===== src/rtl/upsp_frame_sequencer.sv =====
// Frame-batch sequencer: per frame it sets UPSTART over AXI4-Lite, waits for the update-done
// interrupt, confirms UPEND bit 0 by readback, then clears UPEND before the next frame.
module upsp_frame_sequencer #(
   parameter int                        AXI_ADDR_WIDTH = 32,
   parameter int                        AXI_DATA_WIDTH = 32,
   parameter logic [AXI_ADDR_WIDTH-1:0] UPSTR_ADDR     = 'h0,
   parameter logic [AXI_ADDR_WIDTH-1:0] UPENDR_ADDR    = 'h4,
   parameter int                        TIMEOUT_CYCLES = 2**20
) (
   input  logic                          clk,
   input  logic                          rst,
   input  logic                          start,
   input  logic [15:0]                   frame_num,
   output logic                          busy,
   output logic                          done,
   output logic                          err,
   output logic [1:0]                    err_code,
   output logic [15:0]                   frames_done,
   input  logic                          interrupt_updone,
   output logic                          m_axi_awvalid,
   input  logic                          m_axi_awready,
   output logic [AXI_ADDR_WIDTH-1:0]     m_axi_awaddr,
   output logic [2:0]                    m_axi_awprot,
   output logic                          m_axi_wvalid,
   input  logic                          m_axi_wready,
   output logic [AXI_DATA_WIDTH-1:0]     m_axi_wdata,
   output logic [AXI_DATA_WIDTH/8-1:0]   m_axi_wstrb,
   input  logic                          m_axi_bvalid,
   output logic                          m_axi_bready,
   input  logic [1:0]                    m_axi_bresp,
   output logic                          m_axi_arvalid,
   input  logic                          m_axi_arready,
   output logic [AXI_ADDR_WIDTH-1:0]     m_axi_araddr,
   output logic [2:0]                    m_axi_arprot,
   input  logic                          m_axi_rvalid,
   output logic                          m_axi_rready,
   input  logic [AXI_DATA_WIDTH-1:0]     m_axi_rdata,
   input  logic [1:0]                    m_axi_rresp
);
   localparam int STRB_W = AXI_DATA_WIDTH / 8;
   localparam logic [AXI_DATA_WIDTH-1:0] WDATA_SET = {{(AXI_DATA_WIDTH-1){1'b0}}, 1'b1};

   localparam logic [3:0] S_IDLE       = 4'd0;
   localparam logic [3:0] S_WR_START   = 4'd1;
   localparam logic [3:0] S_WR_START_B = 4'd2;
   localparam logic [3:0] S_WAIT_DONE  = 4'd3;
   localparam logic [3:0] S_RD_END     = 4'd4;
   localparam logic [3:0] S_RD_END_R   = 4'd5;
   localparam logic [3:0] S_WR_CLR     = 4'd6;
   localparam logic [3:0] S_WR_CLR_B   = 4'd7;
   localparam logic [3:0] S_NEXT       = 4'd8;
   localparam logic [3:0] S_FAIL       = 4'd9;

   logic [3:0]                state_q, state_d;
   logic [15:0]               count_q, count_d;
   logic [15:0]               frames_done_q, frames_done_d;
   logic                      err_q, err_d;
   logic [1:0]                err_code_q, err_code_d;
   logic                      done_q, done_d;
   logic                      awvalid_q, awvalid_d;
   logic                      wvalid_q, wvalid_d;
   logic                      arvalid_q, arvalid_d;
   logic [AXI_ADDR_WIDTH-1:0] awaddr_q, awaddr_d;
   logic [AXI_DATA_WIDTH-1:0] wdata_q, wdata_d;
   logic [AXI_ADDR_WIDTH-1:0] araddr_q, araddr_d;
   logic [31:0]               cnt_q, cnt_d;

   logic        aw_hs, w_hs;
   logic [15:0] frames_inc;
   logic        unused_rdata;

   assign aw_hs        = awvalid_q & m_axi_awready;
   assign w_hs         = wvalid_q & m_axi_wready;
   assign frames_inc   = (frames_done_q == 16'hFFFF) ? 16'hFFFF : frames_done_q + 16'd1;
   // Only bit 0 of the UPEND readback carries meaning.
   assign unused_rdata = ^m_axi_rdata[AXI_DATA_WIDTH-1:1];

   always_comb begin
      state_d       = state_q;
      count_d       = count_q;
      frames_done_d = frames_done_q;
      err_d         = err_q;
      err_code_d    = err_code_q;
      done_d        = 1'b0;
      awvalid_d     = awvalid_q;
      wvalid_d      = wvalid_q;
      arvalid_d     = arvalid_q;
      awaddr_d      = awaddr_q;
      wdata_d       = wdata_q;
      araddr_d      = araddr_q;
      cnt_d         = cnt_q;
      case (state_q)
         S_IDLE: begin
            if (start) begin
               if (frame_num != 16'd0) begin
                  count_d       = frame_num;
                  frames_done_d = '0;
                  err_d         = 1'b0;
                  err_code_d    = 2'd0;
                  state_d       = S_WR_START;
                  awvalid_d     = 1'b1;
                  wvalid_d      = 1'b1;
                  awaddr_d      = UPSTR_ADDR;
                  wdata_d       = WDATA_SET;
               end else begin
                  done_d = 1'b1;
               end
            end
         end
         S_WR_START, S_WR_CLR: begin
            if (aw_hs) awvalid_d = 1'b0;
            if (w_hs)  wvalid_d  = 1'b0;
            if ((!awvalid_q || aw_hs) && (!wvalid_q || w_hs))
               state_d = (state_q == S_WR_START) ? S_WR_START_B : S_WR_CLR_B;
         end
         S_WR_START_B, S_WR_CLR_B: begin
            if (m_axi_bvalid) begin
               if (m_axi_bresp != 2'b00) begin
                  state_d    = S_FAIL;
                  err_d      = 1'b1;
                  err_code_d = 2'd1;
               end else if (state_q == S_WR_START_B) begin
                  state_d = S_WAIT_DONE;
                  cnt_d   = '0;
               end else begin
                  state_d = S_NEXT;
               end
            end
         end
         S_WAIT_DONE: begin
            // The interrupt takes priority over a coincident timeout.
            if (interrupt_updone) begin
               state_d   = S_RD_END;
               arvalid_d = 1'b1;
               araddr_d  = UPENDR_ADDR;
            end else if (cnt_q == 32'(TIMEOUT_CYCLES - 1)) begin
               state_d    = S_FAIL;
               err_d      = 1'b1;
               err_code_d = 2'd3;
            end else begin
               cnt_d = cnt_q + 32'd1;
            end
         end
         S_RD_END: begin
            if (arvalid_q && m_axi_arready) begin
               arvalid_d = 1'b0;
               state_d   = S_RD_END_R;
            end
         end
         S_RD_END_R: begin
            if (m_axi_rvalid) begin
               if ((m_axi_rresp != 2'b00) || !m_axi_rdata[0]) begin
                  state_d    = S_FAIL;
                  err_d      = 1'b1;
                  err_code_d = 2'd2;
               end else begin
                  state_d   = S_WR_CLR;
                  awvalid_d = 1'b1;
                  wvalid_d  = 1'b1;
                  awaddr_d  = UPENDR_ADDR;
                  wdata_d   = '0;
               end
            end
         end
         S_NEXT: begin
            frames_done_d = frames_inc;
            if (frames_inc == count_q) begin
               state_d = S_IDLE;
               done_d  = 1'b1;
            end else begin
               state_d   = S_WR_START;
               awvalid_d = 1'b1;
               wvalid_d  = 1'b1;
               awaddr_d  = UPSTR_ADDR;
               wdata_d   = WDATA_SET;
            end
         end
         S_FAIL: begin
            state_d = S_IDLE;
            done_d  = 1'b1;
         end
         default: state_d = S_IDLE;
      endcase
   end

   always_ff @(posedge clk or posedge rst) begin
      if (rst) begin
         state_q       <= S_IDLE;
         count_q       <= '0;
         frames_done_q <= '0;
         err_q         <= 1'b0;
         err_code_q    <= 2'd0;
         done_q        <= 1'b0;
         awvalid_q     <= 1'b0;
         wvalid_q      <= 1'b0;
         arvalid_q     <= 1'b0;
         awaddr_q      <= '0;
         wdata_q       <= '0;
         araddr_q      <= '0;
         cnt_q         <= '0;
      end else begin
         state_q       <= state_d;
         count_q       <= count_d;
         frames_done_q <= frames_done_d;
         err_q         <= err_d;
         err_code_q    <= err_code_d;
         done_q        <= done_d;
         awvalid_q     <= awvalid_d;
         wvalid_q      <= wvalid_d;
         arvalid_q     <= arvalid_d;
         awaddr_q      <= awaddr_d;
         wdata_q       <= wdata_d;
         araddr_q      <= araddr_d;
         cnt_q         <= cnt_d;
      end
   end

   assign busy          = (state_q != S_IDLE);
   assign done          = done_q;
   assign err           = err_q;
   assign err_code      = err_code_q;
   assign frames_done   = frames_done_q;
   assign m_axi_awvalid = awvalid_q;
   assign m_axi_awaddr  = awaddr_q;
   assign m_axi_awprot  = 3'b000;
   assign m_axi_wvalid  = wvalid_q;
   assign m_axi_wdata   = wdata_q;
   assign m_axi_wstrb   = {STRB_W{1'b1}};
   assign m_axi_bready  = (state_q == S_WR_START_B) || (state_q == S_WR_CLR_B);
   assign m_axi_arvalid = arvalid_q;
   assign m_axi_araddr  = araddr_q;
   assign m_axi_arprot  = 3'b000;
   assign m_axi_rready  = (state_q == S_RD_END_R);
endmodule


===== config.mk =====
export PLATFORM = sky130hd
export DESIGN_NAME = upsp_frame_sequencer
export DESIGN_NICKNAME = d
export VERILOG_FILES = /design/src/rtl/upsp_frame_sequencer.sv
export SDC_FILE = /design/constraint.sdc
export NUM_CORES = 1
export LEC_CHECK = 0
export ABC_CLOCK_PERIOD_IN_PS = 2900
export CAP_MARGIN = 20
export CORE_ASPECT_RATIO = 1.5
export CORE_UTILIZATION = 48
export CTS_BUF_LIST = sky130_fd_sc_hd__clkbuf_4
export CTS_CLUSTER_SIZE = 14
export DETAILED_ROUTE_END_ITERATION = 16
export PLACE_DENSITY_LB_ADDON = 0.12
export SLEW_MARGIN = 25
export SYNTH_ARGS = -nofsm -noshare
export SYNTH_HDL_FRONTEND = slang
export SYNTH_SLANG_ARGS = --single-unit
export TNS_END_PERCENT = 20

===== constraint.sdc =====
create_clock -name clk -period 2.9 [get_ports clk]
set_input_delay 0.725 -clock clk [delete_from_list [all_inputs] [get_ports clk]]
set_output_delay 0.725 -clock clk [all_outputs]
set_load 0.01 [all_outputs]

==> After elaboration in Yosys (flattened, before gate mapping) <==
Cells that the tools add are included.
{ "totals": {"regBits": 140, "output_inout_bits": 132, "in_bits": 61} }
{ "op_classes": {"n_bitwise": 2, "eq_ne": 31, "addsub": 2, "mux": 70, "reduce_logical": 32} }
{ "op_table": {"columns": ["op", "n"], "rows": [
  ["2-to-1 mux 32 bit", 15],
  ["one-hot mux 32 bit (3 select lines)", 2],
  ["one-hot mux 32 bit (2 select lines)", 1],
  ["2-to-1 mux 16 bit", 3],
  ["2-to-1 mux 4 bit", 11],
  ["inequality test 2 bit (second input constant)", 17],
  ["adder 32 x 1 -> 32 bit (second input constant)", 1],
  ["== test 32 x 20 -> 1 bit (second input constant)", 1],
  ["one-hot mux 16 bit (2 select lines)", 1],
  ["one-hot mux 4 bit (7 select lines)", 1],
  ["2-to-1 mux 1 bit", 21],
  ["AND reduction 7 bit", 3],
  ["adder 16 x 1 -> 16 bit (second input constant)", 1],
  ["== test 16 bit", 1],
  ["== test 16 bit (second input constant)", 1],
  ["== test 4 x 3 -> 1 bit (second input constant)", 4],
  ["2-to-1 mux 2 bit", 8],
  ["nonzero test 16 bit", 1],
  ["one-hot mux 1 bit (4 select lines)", 3],
  ["AND reduction 6 bit", 2],
  ["nonzero test 4 bit", 3],
  ["nonzero test 2 bit", 5],
  ["AND reduction 3 bit", 3],
  ["AND reduction 9 bit", 1],
  ["other kinds (17)", 27]
]} }

==> Depth between registers and ports, before layout <==
Gate-level depths: netlist of the first run.
{ "depth": {"word_depth": 5, "depth_mapped": 11, "mapped_depth_nobuf": 8} }

==> Worst setup path before layout of the first run <==
Ideal clock, no wire load.
{ "synth_path": {"path_type": "reg2reg", "startpoint": "reg frames_done_q[1] (netlist: frames_done[1])", "endpoint": "reg state_q[0]", "synth_period_minus_slack_ns": 2.615, "n_path_buf": 1, "setup_slack_ns": 0.285, "stages_incl_launch_ff": 10, "t_arrival_ns": 2.497, "cell_sequence": "dfrtp_1 ha_1 and3_1 buf_2 and4_2 a21oi_1 xnor2_1 nand4_1 or4_4 a21o_1"} }
{ "synth_between": {"elab_chain_cells": 5, "elab_cells_between_ends": 6} }
{ "synth_rtl": {"columns": ["element", "line", "source"], "rows": [
  ["start: declaration", "56", "logic [15:0] frames_done_q, frames_done_d;"],
  ["start signal: assignment", "204", "frames_done_q <= frames_done_d;"],
  ["adder 16 x 1 -> 16 bit / == test 16 bit (equally long branches)", "74", "assign frames_inc = (frames_done_q == 16'hFFFF) ? 16'hFFFF : frames_done_q + 16'd1;"],
  ["2-to-1 mux 16 bit (*)", "74", null],
  ["== test 16 bit (*)", "167", "if (frames_inc == count_q) begin"],
  ["2-to-1 mux 1 bit (*)", "167", null],
  ["one-hot mux 4 bit (7 select lines) (*)", "92", "case (state_q)"],
  ["end signal: assignment", "202", "state_q <= state_d;"],
  ["end: declaration", "54", "logic [3:0] state_q, state_d;"]
]} }
Mark *: on every way between the ends. The rest lies on a longest branch, timed or not.
A chain may end at the register's enable or synchronous reset.

==> Worst setup path after layout of the first run <==
{ "layout_path": {"startpoint": "reg frames_done_q[0] (netlist: frames_done[0])", "endpoint": "reg done_q (netlist: done)"} }
{ "layout_between": {"elab_chain_cells": 5, "elab_cells_between_ends": 6} }
{ "layout_rtl": {"columns": ["element", "line", "source"], "rows": [
  ["adder 16 x 1 -> 16 bit / == test 16 bit (equally long branches)", "74", null],
  ["2-to-1 mux 16 bit (*)", "74", null],
  ["== test 16 bit (*)", "167", null],
  ["2-to-1 mux 1 bit (*)", "167", null],
  ["one-hot mux 1 bit (3 select lines) (*)", "92", null],
  ["named net done_d", "59", "logic done_q, done_d;"],
  ["end signal: assignment", "207", "done_q <= done_d;"],
  ["end: declaration", "59", null]
]} }
Mark *: on every way through the listed nets, which the timed path passes. The rest lies on a longest branch.

==> impl_metrics.yaml, run 1 <==
drt:
  via_per_inst: 5.58
  first_pass_iters: 4
  finalWirelength_mm: 14.8
  antenna_left: 0
  drtIter0Drc: 254
  wl_per_cell_um: 16.0
  remaining_drc_errors: 0
  num_vias: 5186
setup_path:
  crit_chain: "ha_1 > and3_1 > and4_2 > a21oi_1 > xnor2_1 > nand4_1 > or4_4 > a31oi_1"
  cpLargestDelayFamily: "simple AND/OR/NAND/NOR gates"
  crit_type: "flip-flop to flip-flop"
  critPathLaunchType: "flip-flop"
  ff2ff_path_depth: 8
  r2r_start: "frames_done[0]"
  crit_start: "frames_done[0]"
  cp.depth: 8
  crit_path_end_kind: "flip-flop"
  cp_max_fo: 6
  max_stage_delay_ns: 0.60
  path_buf_inv: 0
  regToRegEndpoint: "done"
  crit_path_top_delay_cell: "or4_4"
  cp-endpoint: "done"
  r2r_slack_ns: 0.06
  critPathRequiredTime_ns: 3.27
  crit_arrival_ns: 3.21
global_route:
  grt_max_degree: 34
  antenna_found_initial: 0
  grt.busiest_layer: "met2"
  use_met1_pct: 25.5
  met3_usage_pct: 3.36
  grt_use_total_pct: 24.0
  overflow: 0
  grt_first_pass_wirelength_mm: 23.7
  grt_pass1_vias: 4918
  use_met2_pct: 45.1
outcome:
  status: "finished clean"
power_and_ir_drop:
  power_leakage_nw: 2.85
  vdd_drop_max_v: 0.000396
  power_mw: 3.79
  power_density_nw_per_um2: 586
floorplan:
  core_um2: 11600
  rows: 48
  num_io_pins: 193
  fp.dieH_um: 136
  start_util_pct: 49.6
  die_w_um: 91.4
  die_area_um2: 12400
place:
  gp_congestion: 0.963
  place_hpwl_mm: 11.4
  place_ws_ns: -0.0890
  portBuffers: 58
  dpl_cell_area_um2: 6320
layout:
  drive_above_1_share_pct: 12.6
  nets: 837
  area_growth_pct: 12.3
  regArea_um2: 1960
  multiInputGateArea_um2: 3170
  nFillCells: 1146
  final_cell_area_um2: 6460
  diodes: 0
synth:
  avgSynthCellArea_um2: 8.26
  synth_area_leaders: "dfrtp_1 34%, buf_4 14%, nand2_1 6.1%"
  syn_area_um2: 5750
  synth_cells: 697
  synth_ff_type: "dfrtp_1"
  synth-edff-count: 0
  yosys.cell_types.count: 68
  synth.most_common_cell: "buf_4"
  seq_area_frac_synth_pct: 33.9
  ys_async_sr_fraction_pct: 100
  yosysTopAreaCellShare_pct: 33.9
  yosys.area.top_type: "dfrtp_1"
  ys_ff_latch: 78
  synthTopCellsByCount: "107 x buf_4, 93 x nand2_1, 78 x dfrtp_1"
  yosysWarnings: 0
sta:
  rsz0062_at_grt: "yes"
  hold_viol: 0
  relSlewSlack_pct: 50.9
  fin_crit_ns: 2.84
  skew_ns: 0.0143
  setup_ws_ns: 0.0626
  slew_viol_final: 0
  whs_ns: 0.478
  worst_pin_slew_ns: 0.730
  max_freq_mhz: 352
  setup_violations: 0
  finalCritPeriodShare_pct: 97.8
clocking:
  cts_sinks: 78
  htree_levels: 3
  tritoncts: "done"
  clk_latency_ns: 0.45
  cts_buffers: 9
  clockRootBuffer: "clkbuf_4"
  clockBufferDepth: 2
  clk_pin_slew_ns: 0.14
flow_run:
  maxCapViolCount: 0
hold_path:
  hold_path_class: "flip-flop to flip-flop"
[flip-flops by register name (all words and copies together) (netlist names), 2 cells and up]
signal and flops:
frames_done 16, count_q 16, state_q 4, err_code 2, cnt_q 32
[cell type report]
| class | instances | share of cell area, % |
|---|---|---|
| Clock inverter | 6 | 0.600 |
| Multi-Input combinational cell | 566 | 49.0 |
| Timing Repair Buffer | 108 | 15.4 |
| Inverter | 11 | 0.639 |
| Tap cell | 150 | 2.90 |
| Sequential cell | 78 | 30.3 |
| Clock buffer | 10 | 1.16 |
[worst min path at each step]
| stage | startpoint | endpoint | cells past startpoint |
|---|---|---|---|
| after floorplan | cnt_q[8] | cnt_q[8] | 1 |
| after global placement | m_axi_araddr[2] | m_axi_araddr[2] | 1 |
| after detailed placement | m_axi_araddr[2] | m_axi_araddr[2] | 1 |
| after CTS | m_axi_araddr[2] | m_axi_araddr[2] | 1 |
| after global routing | m_axi_araddr[2] | m_axi_araddr[2] | 1 |
| final | m_axi_araddr[2] | m_axi_araddr[2] | 1 |
[cell usage in the layout (no fill, tap or decap), types with 9 or more instances in the layout]
cell type and n:
a21oi_1 33, a311oi_1 9, a31oi_1 19, and3_1 13, buf_4 47, clkbuf_4 10, clkdlybuf4s50_1 58, conb_1 103
dfrtp_1 73, inv_1 10, nand2_1 93, nand3_1 21, nand4_1 21, nor2_1 44, nor3_1 13, nor4_1 12
o21ai_0 50, o31ai_1 10
[logic make-up after synthesis]
kind of cell	synth area share [%]
compound gates	20.0
simple gates	24.8
flops	33.9
mux	1.11
fa+ha+maj	0.435
other cells	0.131
xor+xnor	1.52
buf+inv	18.1
[report_power, final]
group          internal, mW  switching [mW]  leakage [nW]
sequential             1.29           0.238          1.03
clock                 0.182           0.417        0.0621
combinational         0.738           0.920          1.76
total                  2.21            1.57          2.85
[per-layer routing]
metal  routed length (um)  vias up
li1                     -     2469
met1                 5520     2523
met2                 8250      156
met3                  576       38
met4                  491        0
met5                    0        -
[metrics by stage]
stage	TNS [ns]	instances	util, %
2_1_floorplan	0	798	-
3_5_place_dp	-0.108	913	54.6
5_1_grt	-0.0217	929	55.7
6_report	0	929	55.7
3_3_place_gp	-0.104	913	54.6
4_1_cts	0	929	55.6
[timing repair]
| action | 4_1_cts | 5_1_grt |
|---|---|---|
| endpoints found under the setup margin | 1 | 4 |
| setup buffers | 0 | 0 |
| resized for setup | 1 | 8 |
| hold buffers | 0 | 0 |
Power figures use the tool's default switching activity.
==> run 2, diff against run 1 <==
--- a/config.mk
+++ b/config.mk
@@ -5,6 +5,7 @@
 export SDC_FILE = /design/constraint.sdc
 export NUM_CORES = 1
 export LEC_CHECK = 0
+export ABC_AREA = 1
 export ABC_CLOCK_PERIOD_IN_PS = 2900
 export CAP_MARGIN = 20
 export CORE_ASPECT_RATIO = 1.5
==> impl_metrics.yaml, run 2 <==
drt:
  antenna_left: 0
  first_pass_iters: 5
  via_per_inst: 4.94
  num_vias: 5392
  drtIter0Drc: 214
  wl_met1_mm: 5.64
  met3WireLength_um: 454
  wl_met2_mm: 7.84
  wl_per_cell_um: 13.4
  remaining_drc_errors: 0
  finalWirelength_mm: 14.6
  top_layer: "met4"
synth:
  ys_async_sr_fraction_pct: 100
  synth_cells: 875
  synth_area_leaders: "dfrtp_1 33%, nand2_1 15%, buf_4 13%"
  yosysTopAreaCellShare_pct: 32.6
  yosysWarnings: 0
  synth-edff-count: 0
  ys_ff_latch: 78
  avgSynthCellArea_um2: 6.84
  synthTopCellsByCount: "239 x nand2_1, 105 x buf_4, 95 x nor2_1"
  yosys.cell_types.count: 38
  synth.most_common_cell: "nand2_1"
  seq_area_frac_synth_pct: 32.6
  yosys.area.top_type: "dfrtp_1"
  syn_area_um2: 5980
  synth_ff_type: "dfrtp_1"
clocking:
  post_cts_buffers: 0
  cts_hold_buf: 0
  clk_pin_slew_ns: 0.11
  htree_levels: 3
  cts_resized: 0
  cts_buffers: 9
  clockBufferDepth: 2
  clockRootBuffer: "clkbuf_4"
  tritoncts: "done"
  clk_latency_ns: 0.45
  cts_sinks: 78
sta:
  tns_ns: 0
  skew_ns: 0.0237
  worst_pin_slew_ns: 0.588
  relSlewSlack_pct: 60.7
  max_freq_mhz: 361
  whs_ns: 0.479
  rsz0062_at_grt: "no"
  finalCritPeriodShare_pct: 95.6
  setup_violations: 0
  slew_viol_final: 0
  fin_crit_ns: 2.77
  hold_viol: 0
floorplan:
  num_io_pins: 193
  fp.dieH_um: 139
  core_um2: 12100
  die_area_um2: 12900
  start_util_pct: 49.5
  die_w_um: 93.2
  rows: 49
global_route:
  grt_first_pass_wirelength_mm: 24.5
  grt_pass1_vias: 5128
  antenna_found_initial: 1
  overflow: 0
  grt_use_total_pct: 24.1
  grt_max_degree: 40
layout:
  multiInputGateArea_um2: 3160
  largest_register_ffs: 32
  nets: 998
  final_cell_mix: "238 x nand2_1, 103 x conb_1, 92 x inv_1"
  regArea_um2: 1950
  nFillCells: 1306
  area_growth_pct: 8.32
  final_common_cell: "nand2_1"
  drive_above_1_share_pct: 7.89
  regMostFlops: "cnt_q"
power_and_ir_drop:
  power_density_nw_per_um2: 650
  vdd_drop_max_v: 0.000367
  power_leakage_nw: 3.04
place:
  gp_congestion: 0.921
  portBuffers: 58
  place_hpwl_mm: 11.6
setup_path:
  crit_type: "flip-flop to output pin"
  crit_path_end_kind: "output pin"
  crit_arrival_ns: 2.05
  critPathLaunchType: "flip-flop"
  cp_max_fo: 6
  critPathRequiredTime_ns: 2.17
flow_run:
  maxCapViolCount: 0
outcome:
  status: "finished clean"
hold_path:
  hold_path_class: "flip-flop to flip-flop"
-- run 2: cell types whose count changed in the layout (fill, tap and decap cells not counted), sizes merged, moves of 19 or more --
cell	previous run	this run
nand2	93	246
inv	11	100
nor2	46	109
buf	50	10
nand3	23	54
a21oi	33	11
a31oi	19	0
-- run 2: per-stage QoR --
step	setup slack [ns]	std cells	area, um^2	util [%]	power (mW)
floorplan	0.180	976	6360	-	3.04
global placement	0.230	1077	6350	52.5	3.55
detailed placement	0.188	1077	6350	52.5	3.58
finish	0.128	1092	6480	53.7	4.22
CTS	0.0120	1091	6470	53.5	4.24
global route	0.00672	1092	6480	53.7	4.59
-- run 2: worst paths after layout --
kind                            startpoint         endpoint  slack, ns  cells after the start
hold / removal             m_axi_araddr[2]  m_axi_araddr[2]       0.48                      1
max in group asynchronous              rst         cnt_q[2]       1.75                      3
min in group asynchronous              rst       count_q[0]       0.54                      2
setup reg to reg            frames_done[0]    m_axi_awvalid       0.46                     12
hold reg to reg            m_axi_araddr[2]  m_axi_araddr[2]       0.48                      1
setup / recovery                state_q[3]     m_axi_rready       0.13                      4
-- run 2: final cells by class --
cell class,instances,share of cell area [%]
well taps,153,2.95
clock inverters,3,0.579
multi-input cells,677,48.8
repair buffers,68,10.3
clock buffers,11,1.27
flip-flops and latches,78,30.1
inverters,101,5.87
diodes,1,0.0386
-- run 2: where the power goes --
part | switching [mW] | total, mW | internal (mW)
Sequential | 0.177 | 1.49 | 1.31
Clock | 0.374 | 0.643 | 0.269
Combinational | 1.36 | 2.08 | 0.723
Total | 1.91 | 4.22 | 2.31
-- run 2: cell families (layout without fill, tap and decap cells) --
family / count (synthesis) / count (layout) / synth area share, %
XOR/XNOR: 18 / 18 / 2.64
AO/OA/AOI/OAI: 87 / 87 / 8.51
buffers and inverters: 221 / 183 / 21.0
other: 2 / 104 / 0.126
adder cells (fa/ha/maj): 2 / 2 / 0.418
flip-flops: 78 / 78 / 32.6
AND/OR/NAND/NOR: 467 / 467 / 34.7
-- run 2: critical path: stages, from the launching register on --
cell	delay, ns
dfrtp_1	0.48
nor2_2	0.24
nand2_1	0.15
inv_1	0.17
clkdlybuf4s50_1	0.57
-- run 2: layer usage --
layer,vias to the layer above,global-route usage [%]
met5,-,0
met4,0,11.8
met2,151,44.0
li1,2702,-
met3,41,3.45
met1,2498,26.6
